## src/rtl/bram_snap_ctrl.sv

```systemverilog
// bram_snap_ctrl: triggered snapshot capture/readout controller for bram_sync_sp.
// Arm, then trigger on a valid sample. It captures 2**ADDR_WIDTH samples and
// streams them back over valid/ready. Optional macro BRAM_SNAP_ABORT_EN adds an
// abort input that returns the block to IDLE from any state.
module bram_snap_ctrl #(
  parameter int DATA_WIDTH = 8,
  parameter int ADDR_WIDTH = 4
) (
  input  logic                  clk,
  input  logic                  rst,
  input  logic                  arm,
  input  logic                  trig,
  input  logic [DATA_WIDTH-1:0] din,
  input  logic                  din_vld,
`ifdef BRAM_SNAP_ABORT_EN
  input  logic                  abort,
`endif
  output logic [DATA_WIDTH-1:0] dout,
  output logic                  dout_vld,
  input  logic                  dout_rdy,
  output logic                  busy,
  output logic                  done,
  output logic [ADDR_WIDTH:0]   count,
  output logic                  ram_wr,
  output logic [ADDR_WIDTH-1:0] ram_addr,
  output logic [DATA_WIDTH-1:0] ram_din,
  input  logic [DATA_WIDTH-1:0] ram_dout
);

  localparam int unsigned DEPTH = 2 ** ADDR_WIDTH;
  localparam logic [ADDR_WIDTH:0] LAST_CNT = (ADDR_WIDTH+1)'(DEPTH - 1);
  localparam logic [ADDR_WIDTH:0] CNT_ONE  = (ADDR_WIDTH+1)'(1);

  typedef enum logic [1:0] {IDLE, ARMED, CAPTURE, READOUT} state_t;

  state_t state_q, state_d;

  logic                  abort_w;
  logic [ADDR_WIDTH:0]   count_q, count_d;
  logic [ADDR_WIDTH:0]   rptr_q, rptr_d;     // read-issue pointer, MSB set once all reads issued
  logic                  pend_q, pend_d;     // a read was issued last cycle; its data is on ram_dout
  logic [DATA_WIDTH-1:0] dout_q, dout_d;
  logic                  dout_vld_q, dout_vld_d;
  logic [DATA_WIDTH-1:0] skid_q, skid_d;
  logic                  skid_vld_q, skid_vld_d;
  logic                  done_q, done_d;

  logic                  pop;
  logic                  last_pop;
  logic                  issue;
  logic [1:0]            occ;

`ifdef BRAM_SNAP_ABORT_EN
  assign abort_w = abort;
`else
  assign abort_w = 1'b0;
`endif

  assign pop      = (state_q == READOUT) && dout_vld_q && dout_rdy;
  // Last beat: everything issued and nothing left behind the output register.
  assign last_pop = pop && rptr_q[ADDR_WIDTH] && !skid_vld_q && !pend_q;
  assign occ      = 2'(dout_vld_q) + 2'(skid_vld_q) + 2'(pend_q);
  // Prefetch only when the returning word is guaranteed a slot (output or skid)
  // even if the consumer stalls next cycle.
  assign issue    = (state_q == READOUT) && !rptr_q[ADDR_WIDTH] && !abort_w &&
                    (occ <= (2'd1 + 2'(pop)));

  // State register
  always_ff @(posedge clk or posedge rst) begin
    if (rst) state_q <= IDLE;
    else     state_q <= state_d;
  end

  // Next-state logic
  always_comb begin
    state_d = state_q;
    unique case (state_q)
      IDLE:    if (arm) state_d = ARMED;
      ARMED:   if (trig && din_vld) state_d = CAPTURE;
      CAPTURE: if (din_vld && (count_q == LAST_CNT)) state_d = READOUT;
      READOUT: if (last_pop) state_d = IDLE;
      default: state_d = IDLE;
    endcase
    if (abort_w) state_d = IDLE;
  end

  // FSM outputs: BRAM write port and busy flag
  always_comb begin
    ram_wr   = !abort_w && (((state_q == ARMED) && trig && din_vld) ||
                            ((state_q == CAPTURE) && din_vld));
    ram_addr = '0;
    ram_din  = '0;
    if (ram_wr) begin
      ram_addr = count_q[ADDR_WIDTH-1:0];
      ram_din  = din;
    end else if (state_q == READOUT) begin
      ram_addr = rptr_q[ADDR_WIDTH-1:0];
    end
    busy = (state_q != IDLE);
  end

  // Datapath next-state: write count, read prefetch, output/skid registers
  always_comb begin
    count_d    = count_q;
    rptr_d     = rptr_q;
    pend_d     = issue;
    dout_d     = dout_q;
    dout_vld_d = 1'b0;
    skid_d     = skid_q;
    skid_vld_d = 1'b0;
    done_d     = 1'b0;

    if (abort_w) begin
      count_d = '0;
    end else if ((state_q == IDLE) && arm) begin
      count_d = '0;
    end else if (ram_wr) begin
      count_d = count_q + CNT_ONE;
    end

    if (state_q != READOUT) begin
      rptr_d = '0;
    end else if (issue) begin
      rptr_d = rptr_q + CNT_ONE;
    end

    if ((state_q == READOUT) && !abort_w) begin
      dout_vld_d = dout_vld_q;
      skid_vld_d = skid_vld_q;
      if (!dout_vld_q || pop) begin
        // Output slot frees up: skid entry first, then the word returning now.
        if (skid_vld_q) begin
          dout_d     = skid_q;
          dout_vld_d = 1'b1;
          skid_d     = ram_dout;
          skid_vld_d = pend_q;
        end else if (pend_q) begin
          dout_d     = ram_dout;
          dout_vld_d = 1'b1;
        end else begin
          dout_vld_d = 1'b0;
        end
      end else if (pend_q) begin
        skid_d     = ram_dout;
        skid_vld_d = 1'b1;
      end
      done_d = last_pop;
    end
  end

  // Datapath registers
  always_ff @(posedge clk or posedge rst) begin
    if (rst) begin
      count_q    <= '0;
      rptr_q     <= '0;
      pend_q     <= 1'b0;
      dout_q     <= '0;
      dout_vld_q <= 1'b0;
      skid_q     <= '0;
      skid_vld_q <= 1'b0;
      done_q     <= 1'b0;
    end else begin
      count_q    <= count_d;
      rptr_q     <= rptr_d;
      pend_q     <= pend_d;
      dout_q     <= dout_d;
      dout_vld_q <= dout_vld_d;
      skid_q     <= skid_d;
      skid_vld_q <= skid_vld_d;
      done_q     <= done_d;
    end
  end

  assign dout     = dout_q;
  assign dout_vld = dout_vld_q;
  assign done     = done_q;
  assign count    = count_q;

endmodule

```

## config.mk

```make
export PLATFORM = sky130hd
export DESIGN_NAME = bram_snap_ctrl
export DESIGN_NICKNAME = d
export VERILOG_FILES = /design/src/rtl/bram_snap_ctrl.sv
export SDC_FILE = /design/constraint.sdc
export NUM_CORES = 1
export LEC_CHECK = 0
export ABC_AREA = 0
export BUFFER_PORTS_ARGS = -buffer_cell sky130_fd_sc_hd__buf_2
export CORE_MARGIN = 1.5
export CORE_UTILIZATION = 48
export CTS_BUF_LIST = sky130_fd_sc_hd__clkbuf_4 sky130_fd_sc_hd__clkbuf_8
export CTS_CLUSTER_SIZE = 25
export DETAILED_ROUTE_END_ITERATION = 7
export PLACE_DENSITY = 0.78
export SYNTH_ARGS = -nofsm -noshare
export SYNTH_HDL_FRONTEND = slang
export SYNTH_SLANG_ARGS = --single-unit
```

## constraint.sdc

```tcl
create_clock -name clk -period 2.4 [get_ports clk]
set_clock_uncertainty 0.2 [all_clocks]
set_input_delay 0.48 -clock clk [delete_from_list [all_inputs] [get_ports clk]]
set_output_delay 0.48 -clock clk [all_outputs]
set_load 0.005 [all_outputs]
```

==> metrics.txt <==
status=completed; Layout fillers=288; distinct cell type count after synthesis=30; die footprint=4060 um^2; largest fanout on the critical path=4; DR vias/cell=5.17; post-synthesis sequential area ratio=between 40% and 50%; Synth async-reset ratio=100%; r2r setup slk=170 ps; mux cell area share after synthesis=16.6%; initial antenna violation count=0; Avg WL per Cell=13.6 um; worst reg2reg startpoint=pend_q; post-synthesis compound-gate area fraction=8.06%; vias in the first global route=between 1,000 and 1,500; worst hold path type=in -> async; maximum clock path buffer count=2; Area Growth Syn to Fin=27.6%; pwr/cell area=1040 nW/um^2; Syn. warnings=0; ys flop type=dfrtp_1; Die Height=63.7 um; cell taking the most area after synthesis=dfrtp_1; Crit path largest cell delay=420 ps; Mapped Avg Cell Area=10.8 um^2; synthesis-stage register bit count=32; adder-cell share of the synthesized area=8.20%; Max-Cap Viols=0; relative slew slack=59.4%; final period utilization=99.8%; CTS root buf=clkbuf_8; number of vias in the routed layout=between 1,000 and 1,500; first-pass GRT wire length=between 6 and 7 mm; top post-synthesis cells by count=dfrtp_1 (32), mux2i_1 (14), nand2_1 (14); Crit. End Element=output pin; Yosys top cell area share=between 40% and 50%; worst path buffer plus inverter count=2; R2R cell count=8; Setup CP Type=reg -> out; Tmin final=2390 ps; H-tree level count=2; critical register-to-register path endpoint=rptr_q[1]; GRT busiest layer=met2; CTS Hold Bufs=0; syn_nets=197; Routed WL=3.70 mm; Max Fclk=about 420 MHz; Post-Synthesis Cells=approximately 160; largest net degree at the start of global routing=33; met1 track demand over resource=roughly a quarter; ant diodes=0; Starting Density=a little over 50%; Post-DRT Antenna Nets=0; final setup violation count=0; Worst EP required=about 1700 ps; IO Port Bufs=50; Synth Cell Area=around 1800 um^2; chip width=between 60 and 70 um; CTS Buf Count=5; Leak=1.18 nW; Data arrival, critical path=approximately 1700 ps; Nets=257; simple-gate share of the synthesized area=15.3%; Post-synth EDFFs=0; Setup TNS Final=0 ps; synth top area cells=dfrtp_1 (45%), mux2i_1 (7.9%), ha_1 (7.1%); Clock Latency Late Sink=290 ps; Max VDD drop=roughly 560 uV; share of layout cells above drive strength 1=41.3%; DRT iter0 DRCs=36; clock-pin slew of the registers on the worst-case setup and hold paths=70 ps; Core Area=roughly 3400 um^2; DPL Wire Length=roughly 2.5 mm; count leader, synth=dfrtp_1; number of remaining DRC errors=0; Pre-antenna DRT Iters=4; xor and xnor area share after synthesis=1.49%; Rows=21; Routability Congestion=0.757; Slew @ Worst Pin=609 ps; met3 GRT Util=4.82%; Slew Limit Fails=0; I/O pin count=around 50; slowest stage cell, crit path=dfrtp_1; GR met2 Demand/Resource=33.8%; CP delay by family, top=flip-flops; clk sinks=32; final hold viol count=0; critical path, cell by cell=inv_2, ha_4, a21o_1, and2_4, mux2_4, buf_6; TritonCTS clock tree=built; gr ovfl total=0; gr usage total=roughly a fifth; unrepaired setup endpoints after global routing=yes; final hold slack=67.4 ps; largest family of logic cells by synthesized area=multiplexers; crit start category=flip-flop
==> report_power, final <==
| group | total [W] | internal, W | switching (W) |
|---|---|---|---|
| combinational | 0.000973 | 0.000497 | 0.000476 |
| sequential | 0.000850 | 0.000713 | 0.000137 |
| clock | 0.000518 | 0.000307 | 0.000211 |
| total | 0.00234 | 0.00152 | 0.000824 |
==> worst reg2reg max path, cell delays in order (launching register included) <==
cell	delay (ps)
dfrtp_1	420
inv_1	80
fa_1	390
inv_1	60
ha_1	230
nor2b_1	140
o21ai_1	180
nand2_1	130
mux2_2	290
==> cell families after synthesis <==
logic type	Yosys count
adder cells (fa/ha/maj)	11
flip-flops	32
AO/OA/AOI/OAI	24
XOR/XNOR	3
AND/OR/NAND/NOR	51
buffers and inverters	18
multiplexers	25
==> flip-flops by register name, summed over array words and instances, names as in the netlist <==
| name | count |
|---|---|
| state_q | 2 |
| skid_vld_q | 1 |
| count | 5 |
| done | 1 |
| dout_vld | 1 |
| skid_q | 8 |
| pend_q | 1 |
| dout | 8 |
| rptr_q | 5 |
==> metal layers <==
layer,wire [um],part of all wire [%]
met2,1890,51
met5,0,0
met4,68,1.8
met3,197,5.3
met1,1540,42
==> final cells by class <==
cell class	count	area [um^2]	share of cell area (%)
Clock buffer	5	68.8	3.05
Multi-Input combinational cell	114	910	40.3
Timing Repair Buffer	60	335	14.9
Sequential cell	32	802	35.5
Inverter	11	41.3	1.83
Tap cell	46	57.6	2.55
Clock inverter	3	42.5	1.88
==> layout by cell type, fill, tap and decap left out, drive strengths merged <==
cell type	n
buf	60
dfrtp	32
mux2i	14
nand2	14
a21oi	13
nor2	13
and3	11
inv	11
mux2	11
ha	10
nand3	6
o21ai	6
clkbuf	5
and2	3
nor2b	2
xor2	2
nand2b	1
nor3b	1
a21o	1
a221oi	1
a22oi	1
a41o	1
o211ai	1
xnor2	1
fa	1
clkinvlp	1
bufinv	1
clkinv	1
==> stage by stage <==
step	total power (W)	instance area, um^2	util, %	cells	worst slack [ps]
after global routing	0.00253	2260	65.6	271	-71.6
final	0.00234	2260	65.6	271	5.25
after floorplan	0.00141	1770	-	164	55.2
after detailed placement	0.00173	2080	60.5	260	186
after CTS	0.00231	2220	64.5	270	1.56
after global placement	0.00170	2080	60.5	260	225
==> worst max path at each step <==
stage / start / end / slack (ps) / depth (start not counted)
after global placement: pend_q / rptr_q[1] / 220 / 8
after floorplan: skid_vld_q / rptr_q[1] / 60 / 9
after global routing: state_q[1] / ram_addr[1] / -70 / 6
after CTS: state_q[1] / ram_addr[1] / 2 / 6
after detailed placement: pend_q / rptr_q[1] / 190 / 8
final: state_q[1] / ram_addr[1] / 5 / 6
==> repair_timing <==
item / 4_1_cts / 5_1_grt
endpoints found under the setup margin: 4 / 4
gates resized for setup: 7 / 9
setup buffers: 2 / 1
pin swaps: 0 / 1
Power figures use the tool's default switching activity.
